`config.mk`:
```
export PLATFORM = sky130hd
export DESIGN_NAME = alu_cmd_issuer
export DESIGN_NICKNAME = d
export VERILOG_FILES = /design/src/rtl/alu_cmd_issuer.sv
export SDC_FILE = /design/constraint.sdc
export NUM_CORES = 1
export LEC_CHECK = 0
export ABC_AREA = 1
export CAP_MARGIN = 10
export CORE_MARGIN = 2
export CORE_UTILIZATION = 40
export DETAILED_ROUTE_END_ITERATION = 10
export PLACE_DENSITY_LB_ADDON = 0.3
export REMOVE_ABC_BUFFERS = 1
export SYNTH_ARGS = -nofsm -noshare
export SYNTH_HDL_FRONTEND = slang
export SYNTH_SLANG_ARGS = --single-unit
```
`constraint.sdc`:
```
create_clock -name clk -period 8.63 [get_ports clk]
set_input_delay 1.2945 -clock clk [delete_from_list [all_inputs] [get_ports clk]]
set_output_delay 1.2945 -clock clk [all_outputs]
set_load 0.03 [all_outputs]
```
`src/rtl/alu_cmd_issuer.sv`:
```
// alu_cmd_issuer: registered, flow-controlled front end for the combinational ALU.
// Tagged commands are queued in a small FIFO, issued one at a time onto the ALU
// inputs, and the ALU result/flags are captured one cycle later and returned
// over a valid/ready response port in command order.
//
// Ports:
//   clk, rst_n                      clock, async active-low reset
//   cmd_valid/cmd_ready             command handshake (cmd_ready = !fifo_full)
//   cmd_opcode/a/b/shamt/tag        command payload
//   alu_opcode/input1/input2/shiftValue  registered drive to the ALU
//   alu_result, alu_carry/zero/overflow/sign  ALU outputs
//   rsp_valid/rsp_ready             response handshake
//   rsp_result/flags/tag/err        response payload, flags = {carry, zero, overflow, sign}
//   ops_done                        wrapping count of completed responses
module alu_cmd_issuer #(
  parameter int unsigned WIDTH = 64,
  parameter int unsigned DEPTH = 4,
  parameter int unsigned TAG_W = 4
) (
  input  logic             clk,
  input  logic             rst_n,
  input  logic             cmd_valid,
  output logic             cmd_ready,
  input  logic [3:0]       cmd_opcode,
  input  logic [WIDTH-1:0] cmd_a,
  input  logic [WIDTH-1:0] cmd_b,
  input  logic [4:0]       cmd_shamt,
  input  logic [TAG_W-1:0] cmd_tag,
  output logic [3:0]       alu_opcode,
  output logic [WIDTH-1:0] alu_input1,
  output logic [WIDTH-1:0] alu_input2,
  output logic [4:0]       alu_shiftValue,
  input  logic [WIDTH-1:0] alu_result,
  input  logic             alu_carry,
  input  logic             alu_zero,
  input  logic             alu_overflow,
  input  logic             alu_sign,
  output logic             rsp_valid,
  input  logic             rsp_ready,
  output logic [WIDTH-1:0] rsp_result,
  output logic [3:0]       rsp_flags,
  output logic [TAG_W-1:0] rsp_tag,
  output logic             rsp_err,
  output logic [15:0]      ops_done
);

  localparam int unsigned PTR_W = $clog2(DEPTH);
  localparam int unsigned PW    = PTR_W + 1;
  localparam int unsigned OP_W  = 4;
  localparam int unsigned SH_W  = 5;
  localparam int unsigned CNT_W = 16;
  localparam logic [OP_W-1:0] OP_DIV = 4'd0;
  localparam logic [OP_W-1:0] OP_MAX = 4'd8;

  typedef struct packed {
    logic [OP_W-1:0]  opcode;
    logic [WIDTH-1:0] a;
    logic [WIDTH-1:0] b;
    logic [SH_W-1:0]  shamt;
    logic [TAG_W-1:0] tag;
  } cmd_t;

  typedef enum logic [1:0] {IDLE, ISSUE, RESP} state_t;

  state_t          state, state_d;
  cmd_t            mem [DEPTH];
  cmd_t            cmd_in, head;
  logic [PW-1:0]   wr_ptr, rd_ptr;
  logic            full, empty, head_err;
  logic            push_c, pop_c, capture_c, rsp_hs_c;
  logic [TAG_W-1:0] tag_q;
  logic            err_q;

  // FIFO status: extra pointer bit distinguishes full from empty
  assign empty     = (wr_ptr == rd_ptr);
  assign full      = (wr_ptr[PTR_W] != rd_ptr[PTR_W]) &&
                     (wr_ptr[PTR_W-1:0] == rd_ptr[PTR_W-1:0]);
  assign cmd_ready = !full;
  assign push_c    = cmd_valid && !full;

  assign cmd_in = '{opcode: cmd_opcode, a: cmd_a, b: cmd_b, shamt: cmd_shamt, tag: cmd_tag};
  assign head   = mem[rd_ptr[PTR_W-1:0]];

  // Illegal opcode or divide-by-zero: ALU output is discarded for these
  assign head_err = (head.opcode > OP_MAX) || ((head.opcode == OP_DIV) && (head.b == '0));

  // FIFO storage (no reset needed, validity tracked by pointers)
  always_ff @(posedge clk) begin
    if (push_c) mem[wr_ptr[PTR_W-1:0]] <= cmd_in;
  end

  // FIFO pointers
  always_ff @(posedge clk or negedge rst_n) begin
    if (!rst_n) begin
      wr_ptr <= '0;
      rd_ptr <= '0;
    end else begin
      if (push_c) wr_ptr <= wr_ptr + PW'(1);
      if (pop_c)  rd_ptr <= rd_ptr + PW'(1);
    end
  end

  // State register
  always_ff @(posedge clk or negedge rst_n) begin
    if (!rst_n) state <= IDLE;
    else        state <= state_d;
  end

  // Next-state and control strobes
  always_comb begin
    state_d   = state;
    pop_c     = 1'b0;
    capture_c = 1'b0;
    rsp_hs_c  = 1'b0;
    case (state)
      IDLE: begin
        if (!empty) begin
          pop_c   = 1'b1;
          state_d = ISSUE;
        end
      end
      ISSUE: begin
        capture_c = 1'b1;
        state_d   = RESP;
      end
      RESP: begin
        if (rsp_valid && rsp_ready) begin
          rsp_hs_c = 1'b1;
          if (!empty) begin
            pop_c   = 1'b1;
            state_d = ISSUE;
          end else begin
            state_d = IDLE;
          end
        end
      end
      default: state_d = IDLE;
    endcase
  end

  // Issue registers, response capture and completion counter
  always_ff @(posedge clk or negedge rst_n) begin
    if (!rst_n) begin
      alu_opcode     <= '0;
      alu_input1     <= '0;
      alu_input2     <= '0;
      alu_shiftValue <= '0;
      tag_q          <= '0;
      err_q          <= 1'b0;
      rsp_valid      <= 1'b0;
      rsp_result     <= '0;
      rsp_flags      <= '0;
      rsp_tag        <= '0;
      rsp_err        <= 1'b0;
      ops_done       <= '0;
    end else begin
      if (pop_c) begin
        alu_opcode     <= head.opcode;
        alu_input1     <= head.a;
        alu_input2     <= head.b;
        alu_shiftValue <= head.shamt;
        tag_q          <= head.tag;
        err_q          <= head_err;
      end
      if (capture_c) begin
        rsp_valid  <= 1'b1;
        rsp_result <= err_q ? '0 : alu_result;
        rsp_flags  <= err_q ? 4'b0000 : {alu_carry, alu_zero, alu_overflow, alu_sign};
        rsp_tag    <= tag_q;
        rsp_err    <= err_q;
      end else if (rsp_hs_c) begin
        rsp_valid <= 1'b0;
      end
      if (rsp_hs_c) ops_done <= ops_done + CNT_W'(1);
    end
  end

endmodule
```
== Word level (Yosys, flattened, before mapping) ==
Memory sizes are Yosys's and may differ from the RTL's.
Index checks and enable logic that the tools add are counted.

* Bits in registers: 240
* Memory bits (writable): 564
* Input port bits: 213
* Output and inout bits: 228
* Word-level logic and storage cells: 54
* Memories: 1

* $add $sub $neg: 3
* $lt $le $gt $ge: 1
* Eq/ne operators: 7
* Multiplexer cells: 16
* Reduce and logical (&&, ||, !) cells: 11

{| class="wikitable"
|+ Memory list
! memory !! words !! bits a word !! read ports !! clocked after Yosys merged registers in !! write ports !! RTL line !! RTL
|-
| mem || 4 || 141 || 1 || 0 || 1 || 66 || <nowiki>cmd_t mem [DEPTH];</nowiki>
|}

{| class="wikitable"
|+ Operator list
! cell !! number
|-
| logical NOT 64 bit || 1
|-
| two-way mux 64 bit || 1
|-
| adder 16 x 1 -> 16 bit, second input constant || 1
|-
| two-way mux 1 bit || 10
|-
| adder 3 x 1 -> 3 bit, second input constant || 2
|-
| one-hot mux 2 bit (3 select lines) || 1
|-
| greater-than comparator 4 bit, second input constant || 1
|-
| logical AND 1 bit || 4
|-
| logical NOT 4 bit || 1
|-
| two-way mux 2 bit || 2
|-
| two-way mux 4 bit || 1
|-
| != test 2 bit, second input constant || 2
|-
| equality test 3 bit || 1
|-
| equality test 2 x 1 -> 1 bit, second input constant || 1
|-
| equality test 2 bit || 1
|-
| equality test 2 bit, second input constant || 1
|-
| logical NOT 2 bit || 1
|-
| one-hot mux 1 bit (2 select lines) || 1
|-
| AND reduction 2 bit || 1
|-
| nonzero test 2 bit || 1
|-
| logical NOT 1 bit || 1
|-
| logical OR 1 bit || 1
|-
| != test 1 bit || 1
|}

== Logic depth before layout (Yosys ltp) ==
Gate-level depths: netlist (run 1).

* Depth after elaboration: 6
* Gate-level depth with buffers: 14
* Depth with buffers taken out: 12

== Least setup slack after synthesis (run 1) ==
OpenSTA, ideal clock, no wires.

* Kind: input-to-reg
* From: input cmd_valid
* To: memory mem[3][0] (netlist bit) (enable)
* Library setup time: 0.647 ns
* Arrival time: 7.379 ns
* Required time: 7.983 ns
* Slack: 0.604 ns
* Stages on the path: 2
* Path buffers: 0
* Path through: nand2_1 -> nor2_1

* Cells in the longest elaborated chain, start to end: 3

{| class="wikitable"
|+ RTL lines
! what !! RTL line !! RTL
|-
| start, declared || 22 || <nowiki>input logic cmd_valid,</nowiki>
|-
| logical AND 1 bit || 79 || <nowiki>assign push_c = cmd_valid && !full;</nowiki>
|-
| two-way mux 1 bit || 89 || <nowiki>if (push_c) mem[wr_ptr[PTR_W-1:0]] <= cmd_in;</nowiki>
|-
| two-way mux 1 bit (implied by the code) || 89 ||
|-
| end, declared || 66 ||
|}

No other way between the ends.

== Worst setup path after layout (run 1) ==
* From: register rd_ptr[0]
* To: output cmd_ready

* Cells in the longest elaborated chain, start to end: 3

{| class="wikitable"
|+ RTL lines
! what !! RTL line !! RTL
|-
| start, declared || 68 || <nowiki>logic [PW-1:0] wr_ptr, rd_ptr;</nowiki>
|-
| start signal, assigned || 99 || <nowiki>if (pop_c) rd_ptr <= rd_ptr + PW'(1);</nowiki>
|-
| equality test 2 bit || 77 || <nowiki>(wr_ptr[PTR_W-1:0] == rd_ptr[PTR_W-1:0]);</nowiki>
|-
| logical AND 1 bit || 76 || <nowiki>assign full = (wr_ptr[PTR_W] != rd_ptr[PTR_W]) &&</nowiki>
|-
| logical NOT 1 bit || 78 || <nowiki>assign cmd_ready = !full;</nowiki>
|-
| end, declared || 23 || <nowiki>output logic cmd_ready,</nowiki>
|}

No other way between the ends.

==> results of run 1 <==
## Yosys cell counts (all sizes together)
cell	number	area [µm²]
nor3	1	16.3
xnor2	9	78.8
a21oi	8	40.0
nand4	13	87.6
nand2	459	1730
nand3	133	666
ha	6	75.1
o21ai	220	1100
xor2	12	105
nor2	402	1520
o21a	1	7.51
dfrtp	240	6010
edfxtp	564	16900
a31oi	74	463
a22o	68	596
inv	27	104
buf	88	519
clkbuf	50	188
## metrics by stage
step | instance area [µm²] | utilization | setup TNS, ps
final | 38200 | 0.511 | 0
after global placement | 35400 | 0.474 | 0
after detailed placement | 35400 | 0.474 | 0
after global routing | 38100 | 0.511 | 0
after floorplan | 29500 | - | -3544140
after CTS | 38100 | 0.510 | 0
## critical path, cell delays in order, from the launching register on
cell and delay [ps]:
dfrtp_4 710, inv_8 580, nand2_1 110, a21oi_1 210
nand2_1 90, clkdlybuf4s50_1 630
## sequential cells by signal, indices dropped and copies added, names as in the netlist
| name | flops |
|---|---|
| alu_input1 | 64 |
| rsp_err | 1 |
| alu_opcode | 4 |
| rsp_tag | 4 |
| rsp_result | 64 |
| wr_ptr | 3 |
| state | 2 |
| rd_ptr | 3 |
| mem | 564 |
| err_q | 1 |
| tag_q | 4 |
| ops_done | 16 |
| alu_input2 | 64 |
| rsp_flags | 4 |
| alu_shiftValue | 5 |
| rsp_valid | 1 |
## layout make-up
cell class,instances,area [µm²]
Inverter,27,119
Fill cell,6322,36500
Clock buffer,132,2470
Timing Repair Buffer,464,4600
Sequential cell,804,22900
Clock inverter,27,258
Tap cell,969,1210
Antenna cell,8,20.0
Multi-Input combinational cell,1406,6520
## cell families (layout without fill, tap and decap cells)
logic type	Yosys count	after routing	share of synthesized area
other cells	0	8	0
simple gates	1008	1008	0.133
flops	804	804	0.759
fa+ha+maj	6	6	0.00248
compound gates	371	371	0.0730
buf+inv	165	650	0.0268
xor+xnor	21	21	0.00608
## power by group through the flow
stage               sequential [mW]  clock (mW)  combinational [mW]
finish                         5.94        3.55                5.67
global route                   6.05        3.80                6.23
CTS                            5.96        3.64                5.77
detailed placement             6.02           0                5.76
global placement               5.99           0                5.66
floorplan                      7.09           0                2.46
## worst paths after layout
kind	startpoint	end	slack, ps	cells past startpoint
setup / recovery	rd_ptr[0]	cmd_ready	4300	5
hold reg to reg	ops_done[15]	ops_done[15]	480	1
hold / removal	ops_done[15]	ops_done[15]	480	1
max in group asynchronous	rst_n	rd_ptr[1]	6450	2
setup reg to reg	rd_ptr[0]	mem[1][99]	4420	7
min in group asynchronous	rst_n	rsp_result[60]	720	1
## routing by layer
metal | global-route usage | routed length, µm | vias to the layer above
met5 | 0 | 94 | -
li1 | - | - | 9180
met4 | 0.0682 | 1820 | 14
met2 | 0.336 | 38200 | 608
met3 | 0.0572 | 5990 | 127
met1 | 0.237 | 31000 | 9512
==> summary.txt, run 1 <==
Finish
  – Most common cell after layout, fill and taps aside: edfxtp_1
  – Commonest cells after routing, fill and taps aside: 564 x edfxtp_1, 458 x nand2_1, 439 x clkdlybuf4s50_1
  – Post-Layout Cell Count: between 3k and 4k
  – Layout cell share with drive strength beyond 1: 0.0570
  – Nets: 3008
  – Layout Area Growth over Synthesis: 26.2%

Global route
  – Initial antenna violation count: 16
  – Largest net degree at the start of global routing: around 140
  – First-pass GRT wire length: about 120000 µm
  – Vias in the first global route: 19.4k
  – Total global-route track usage: 0.196
  – Overflow after GRT: 0

Drt
  – DRT Pass-1 Iters: 5
  – Via count: 19.4k
  – DR WL/cell: 20.1 µm
  – Via-to-Cell Ratio: 5.07
  – Final ANT Viol Nets: 0
  – Remaining DRCs: 0
  – DR iter-0 viols: 1247
  – Routed WL: 77100 µm

Clock tree
  – Worst-Skew Late Latency: 620 ps
  – CTS tree: yes
  – Hold-fix buffers at CTS: 0
  – PostCTS Resize Cnt: 0
  – Bufs on Longest Clock Path: 3
  – CTS H-tree lvls: 3
  – Clock sinks: 804
  – Setup bufs post-CTS: 0
  – TritonCTS Buffers: 86
  – Root Driver: clkbuf_16
  – Clock transition at path regs: 60 ps

Power and ir drop
  – Combinational power share: 0.374
  – Clock power frac: 0.234
  – Leakage power: 14.2 nW
  – Register share of total power: 0.392
  – Sw Share: 0.383
  – VDD IR-drop max: 0.000251 V
  – Tot Pwr: 15.2 mW
  – Pwr per Cell Area: 397 mW/mm²
  – Int Power: 9.35 mW
  – NetSw: roughly 5.8 mW

STA
  – Worst hold slack: 480 ps
  – RSZ-0062 raised after global routing: false
  – Min Clock Period, post-route: 4330 ps
  – Hold Violations, Final: 0
  – Skew final: around 27 ps
  – Max Clk Rate: 231 MHz
  – Final setup viols: 0
  – Period utilization: 0.502
  – Worst-margin pin slew: 1140 ps
  – Final setup margin: 4300 ps
  – Slew Viols, Final: 0
  – Slew HR: 0.238

Synth
  – Mapped cell area: 0.0302 mm²
  – Mapped Cells: 2375
  – Number of distinct library cells after synthesis: 27
  – Synthesized area per cell: around 13 µm²
  – Total of warnings raised by yosys: 0
  – Post-synthesis sequential area ratio: 0.759
  – Synthesis-stage register bit count: ~800

Floorplan
  – Die area: 0.0778 mm²
  – Die height: 279 µm
  – Total core area: about 0.075 mm²
  – Die Wd: 279 µm
  – Io pins: 441
  – Starting density of the core: 0.405
  – Row count: 100

Flow run
  – Max-capacitance violation count: 0

Critical path
  – Critical path class: reg2out
  – CP Capture Type: primary output
  – Critical path peak fanout: ~120
  – CP Data Arrival Time: 3030 ps
  – Startpoint types: flip-flop
  – CP required: between 7000 and 8000 ps

Placement
  – Hpwl dp: 46100 µm
  – Port bufs: 440
  – Gpl congestion: between 0.7 and 0.8
  – Pre-CTS WS: 4160 ps
  – Placed cell count: 3670

Hold path
  – Worst hold path class: reg2reg

Run status
  – Run status: complete, no violations
Note: power is estimated with default switching activity, not from simulation.
==> run 2, diff against run 1 <==
- clock period: 8.63 -> 3.8 ns (I/O delays scaled with it)
==> summary.txt, run 2 (synthesized netlist as in run 1, its figures left out) <==
Run status
  – Run status: finished, violations left
  – Failing checks: hold timing

Floorplan
  – Starting density of the core: 0.405
  – Row count: 100
  – Die Wd: 279 µm
  – Io pins: 441
  – Die height: between 200 and 300 µm
  – Total core area: around 0.075 mm²
  – Die area: 0.0778 mm²

Drt
  – DRT Pass-1 Iters: 5
  – Via count: 19.6k
  – DR iter-0 viols: 1366
  – Via-to-Cell Ratio: 5.10
  – Routed WL: 76300 µm
  – DR WL/cell: approximately 20 µm
  – Remaining DRCs: 0
  – Final ANT Viol Nets: 0

Critical path
  – Critical-path cell list: inv_8, nand2_1, a21oi_1, nand2_1, clkdlybuf4s50_1
  – CP Capture Type: primary output
  – CP max stage delay: 640 ps
  – Top Family by Delay on Critical Path: buffers and inverters
  – CP required: 3230 ps
  – Highest-delay cell along the critical path: clkdlybuf4s50_1
  – Cell mode on critical path: nand2_1
  – FF-to-FF path depth: 8
  – Startpoint types: flip-flop
  – Crit path buf inv count: 2
  – Origin of the critical flop-to-flop path: rd_ptr[0]
  – Critical path class: reg2out
  – Reg2reg setup slack: 850 ps
  – CP Data Arrival Time: 2490 ps
  – Critical path peak fanout: 77
  – RR Endpoint: mem[1][16]
  – CP Launch Point: rd_ptr[0]

Finish
  – Register area: between 0.02 and 0.025 mm²
  – Nets: 3011
  – Max FFs per register: between 500 and 600
  – Fill cells: 6254
  – Layout Area Growth over Synthesis: 27.4%
  – Layout cell share with drive strength beyond 1: 0.0635
  – Area of the multi-input gates: 0.00652 mm²
  – Most common cell after layout, fill and taps aside: edfxtp_1
  – Final core utilization: 0.515
  – Commonest cells after routing, fill and taps aside: 564 x edfxtp_1, 458 x nand2_1, 439 x clkdlybuf4s50_1
  – Post-route design area: 0.0385 mm²

Power and ir drop
  – NetSw: 13.3 mW
  – Leakage power: 14.4 nW
  – Pwr per Cell Area: 913 mW/mm²
  – VDD IR-drop max: roughly 0.00094 V
  – Combinational power share: 0.376
  – Int Power: 21.8 mW
  – Tot Pwr: 35.1 mW
  – Clock power frac: 0.246
  – Sw Share: 0.379
  – Register share of total power: 0.378

Global route
  – Initial antenna violation count: 12
  – Total global-route track usage: 0.195
  – Largest net degree at the start of global routing: between 150 and 200
  – Overflow after GRT: 0
  – First-pass GRT wire length: 116000 µm
  – Vias in the first global route: approximately 20k

Clock tree
  – Bufs on Longest Clock Path: 3
  – Hold-fix buffers at CTS: 0
  – CTS tree: yes
  – Clock sinks: 804
  – Worst-Skew Late Latency: 620 ps
  – Root Driver: clkbuf_16
  – Setup bufs post-CTS: 0
  – PostCTS Resize Cnt: 0
  – Clock transition at path regs: 60 ps
  – TritonCTS Buffers: between 80 and 90
  – CTS H-tree lvls: 3

STA
  – Final setup viols: 0
  – Min Clock Period, post-route: approximately 3000 ps
  – RSZ-0062 raised after global routing: false
  – Period utilization: 0.806
  – Final setup margin: 737 ps
  – Hold Violations, Final: 2
  – Slew HR: 0.0226
  – Skew final: 22.9 ps
  – Worst-margin pin slew: roughly 1500 ps
  – Worst hold slack: -9.63 ps
  – Setup TNS: 0 ps
  – Max Clk Rate: 327 MHz
  – Slew Viols, Final: 0

Flow run
  – Max-capacitance violation count: 0

Placement
  – Hpwl dp: 43900 µm
  – Port bufs: between 400 and 500
  – Pre-CTS WS: 649 ps
  – Gpl congestion: between 0.8 and 0.9
  – Cell area after placement: 0.0355 mm²

Hold path
  – Worst hold path class: in2async
[run 2: cell count changes in the layout (fill, tap and decap cells not counted), sizes merged]
| cell | previous run | this run |
|---|---|---|
| clkbuf | 132 | 116 |
| diode | 8 | 2 |
| clkinv | 17 | 27 |
| bufinv | 4 | 12 |
| clkinvlp | 3 | 2 |
| buf | 25 | 28 |
| inv | 30 | 31 |
[run 2: worst max-delay path by stage]
stage / end / slack, ps / cells after the start
4_1_cts: cmd_ready / 590 / 5
2_1_floorplan: mem[3][0] / -10860 / 6
6_report: cmd_ready / 740 / 5
3_5_place_dp: mem[2][99] / 650 / 4
3_3_place_gp: mem[2][96] / 650 / 4
5_1_grt: cmd_ready / 530 / 5
[run 2: layout make-up]
cell class                 count  area share
antenna                        2    0.000130
clock buffer                 116      0.0614
clock inverter                45      0.0154
inverter                      27     0.00309
multi-input combinational   1406       0.169
sequential                   804       0.596
tap                          969      0.0315
timing repair buffer         467       0.123
[run 2: worst reg2reg max path, stage by stage (launching register included)]
cell and delay [ps]:
dfrtp_4 530, inv_8 290, nand2_1 120, a21oi_1 210, nand2_1 90, nand2_1 130, buf_4 200, nor2_4 50
buf_12 200
[run 2: metal layers]
metal  track usage  share of wire
met1         0.237           0.41
met2         0.341           0.50
met3        0.0547          0.068
met4        0.0502          0.022
met5             0         0.0019
[run 2: through the flow]
stage	hold slack [ps]	std cells
after global placement	456	3673
after CTS	10.6	3834
after detailed placement	463	3673
after floorplan	274	2237
after global routing	34.0	3834
final	-9.63	3836
[run 2: power groups by stage]
stage	sequential, mW	combinational (mW)	clock [mW]
after floorplan	16.0	5.33	0
after global placement	13.4	13.2	0
after detailed placement	13.5	13.4	0
after CTS	13.3	13.5	8.85
after global routing	13.5	14.5	9.18
final	13.3	13.2	8.64
==> run 3, diff against run 2 <==
- clock period: 3.8 -> 2.8 ns (I/O delays scaled with it)
==> summary.txt, run 3 (synthesized netlist as in run 1, its figures left out) <==
Run status
  – Run status: complete, no violations

Finish
  – Max FFs per register: 564
  – Fill cells: 6205
  – Post-route design area: 0.0388 mm²
  – Most common cell after layout, fill and taps aside: edfxtp_1
  – Commonest cells after routing, fill and taps aside: 564 x edfxtp_1, 458 x nand2_1, 438 x clkdlybuf4s50_1
  – Nets: 3037
  – Layout Area Growth over Synthesis: 28.2%
  – Final core utilization: 0.519
  – Area of the multi-input gates: 0.00652 mm²
  – Layout cell share with drive strength beyond 1: 0.0703
  – Register area: approximately 0.023 mm²

STA
  – RSZ-0062 raised after global routing: false
  – Worst-margin pin slew: between 800 and 900 ps
  – Final setup viols: 0
  – Min Clock Period, post-route: 2590 ps
  – Worst hold slack: 400 ps
  – Slew HR: 0.437
  – Max Clk Rate: roughly 390 MHz
  – Hold Violations, Final: 0
  – Period utilization: 0.926
  – Slew Viols, Final: 0
  – Final setup margin: 206 ps
  – Skew final: 26.0 ps

Floorplan
  – Io pins: between 400 and 500
  – Die Wd: 279 µm
  – Total core area: 0.0747 mm²
  – Die height: around 280 µm
  – Die area: 0.0778 mm²
  – Starting density of the core: 0.405
  – Row count: 100

Placement
  – Cell area after placement: 0.0359 mm²
  – Gpl congestion: 0.825
  – Pre-CTS WS: 199 ps
  – Hpwl dp: between 40000 and 50000 µm
  – Port bufs: 440

Clock tree
  – Bufs on Longest Clock Path: 3
  – CTS H-tree lvls: 3
  – Worst-Skew Late Latency: 630 ps
  – Clock sinks: 804
  – Root Driver: clkbuf_16
  – TritonCTS Buffers: 85
  – CTS tree: yes
  – Clock transition at path regs: 60 ps

Global route
  – Gr busiest metal: met2
  – Initial antenna violation count: 14
  – Total global-route track usage: 0.201
  – GR Util met1: 0.247
  – Largest net degree at the start of global routing: 153
  – First-pass GRT wire length: 119000 µm
  – GR Layer Usage met3: 0.0530
  – Overflow after GRT: 0
  – Vias in the first global route: roughly 20k
  – Grt met2 use: 0.345

Critical path
  – Critical path peak fanout: 5
  – Crit path buf inv count: 3
  – Critical Path Stages: 6
  – Critical path class: reg2out
  – Top Family by Delay on Critical Path: buffers and inverters
  – Highest-delay cell along the critical path: dfrtp_4
  – CP Data Arrival Time: 2170 ps
  – FF-to-FF path depth: 6
  – Startpoint types: flip-flop
  – CP max stage delay: 550 ps
  – Critical-path cell list: inv_8, nand2_1, a21oi_1, nand2_1, buf_4, dlygate4sd2_1
  – CP required: about 2400 ps
  – Cell mode on critical path: nand2_1
  – CP Capture Type: primary output

Power and ir drop
  – VDD IR-drop max: 0.000975 V
  – Tot Pwr: roughly 48 mW
  – Leakage power: approximately 15 nW
  – Pwr per Cell Area: 1230 mW/mm²

Drt
  – DR WL/cell: 20.3 µm
  – Final ANT Viol Nets: 0
  – Remaining DRCs: 0
  – Via count: ~20k
  – DRT Pass-1 Iters: 5
  – Via-to-Cell Ratio: ~5.1
  – DR iter-0 viols: 1301
  – Routed WL: 78400 µm

Flow run
  – Max-capacitance violation count: 0

Hold path
  – Hold depth: 2
  – Worst hold path class: in2reg
[run 3: power by group]
| group | total, mW | internal, mW | switching (mW) |
|---|---|---|---|
| logic | 18.5 | 6.38 | 12.1 |
| registers | 18.1 | 16.5 | 1.58 |
| clock network | 11.3 | 6.73 | 4.53 |
[run 3: repair_timing]
item / 4_1_cts / 5_1_grt
endpoints found under the hold margin: 68 / 0
gates resized for setup: 1 / 0
endpoints found under the setup margin: 1 / 1
buffers inserted: 0 / 0
hold buffers: 1 / 0
[run 3: path summary, 6_finish.rpt]
path	start	to	slack, ps
setup reg to reg	rd_ptr[0]	mem[3][67]	300
max in group asynchronous	rst_n	alu_input1[0]	1530
hold / removal	alu_result[16]	rsp_result[16]	400
setup / recovery	rd_ptr[0]	cmd_ready	210
min in group asynchronous	rst_n	rsp_result[55]	420
hold reg to reg	rsp_tag[1]	rsp_tag[1]	480
[run 3: layer usage]
metal | share of wire | wire length (µm) | up-vias
met5 | 0.0016 | 128 | -
met2 | 0.49 | 38700 | 631
met3 | 0.071 | 5590 | 128
met1 | 0.41 | 32000 | 9695
li1 | - | - | 9237
met4 | 0.025 | 1980 | 20
[run 3: through the flow]
step | setup TNS [ps] | cells
after floorplan | -7733330 | 2237
after global routing | 0 | 3857
final | 0 | 3861
after CTS | 0 | 3858
after detailed placement | 0 | 3700
after global placement | 0 | 3700
[run 3: area by class of cell]
cell class	instances	share of cell area
antenna	4	0.000258
timing repair buffer	494	0.132
clock inverter	37	0.0100
inverter	27	0.00307
tap	969	0.0313
sequential	804	0.592
clock buffer	120	0.0630
multi-input combinational	1406	0.168
[run 3: worst reg2reg max path, stage by stage (launching register included)]
cell     delay, ps
dfrtp_4        550
nand2_1        100
a21oi_1         80
nand2_1        140
nand2_1        130
nor2_4         600
buf_4          530
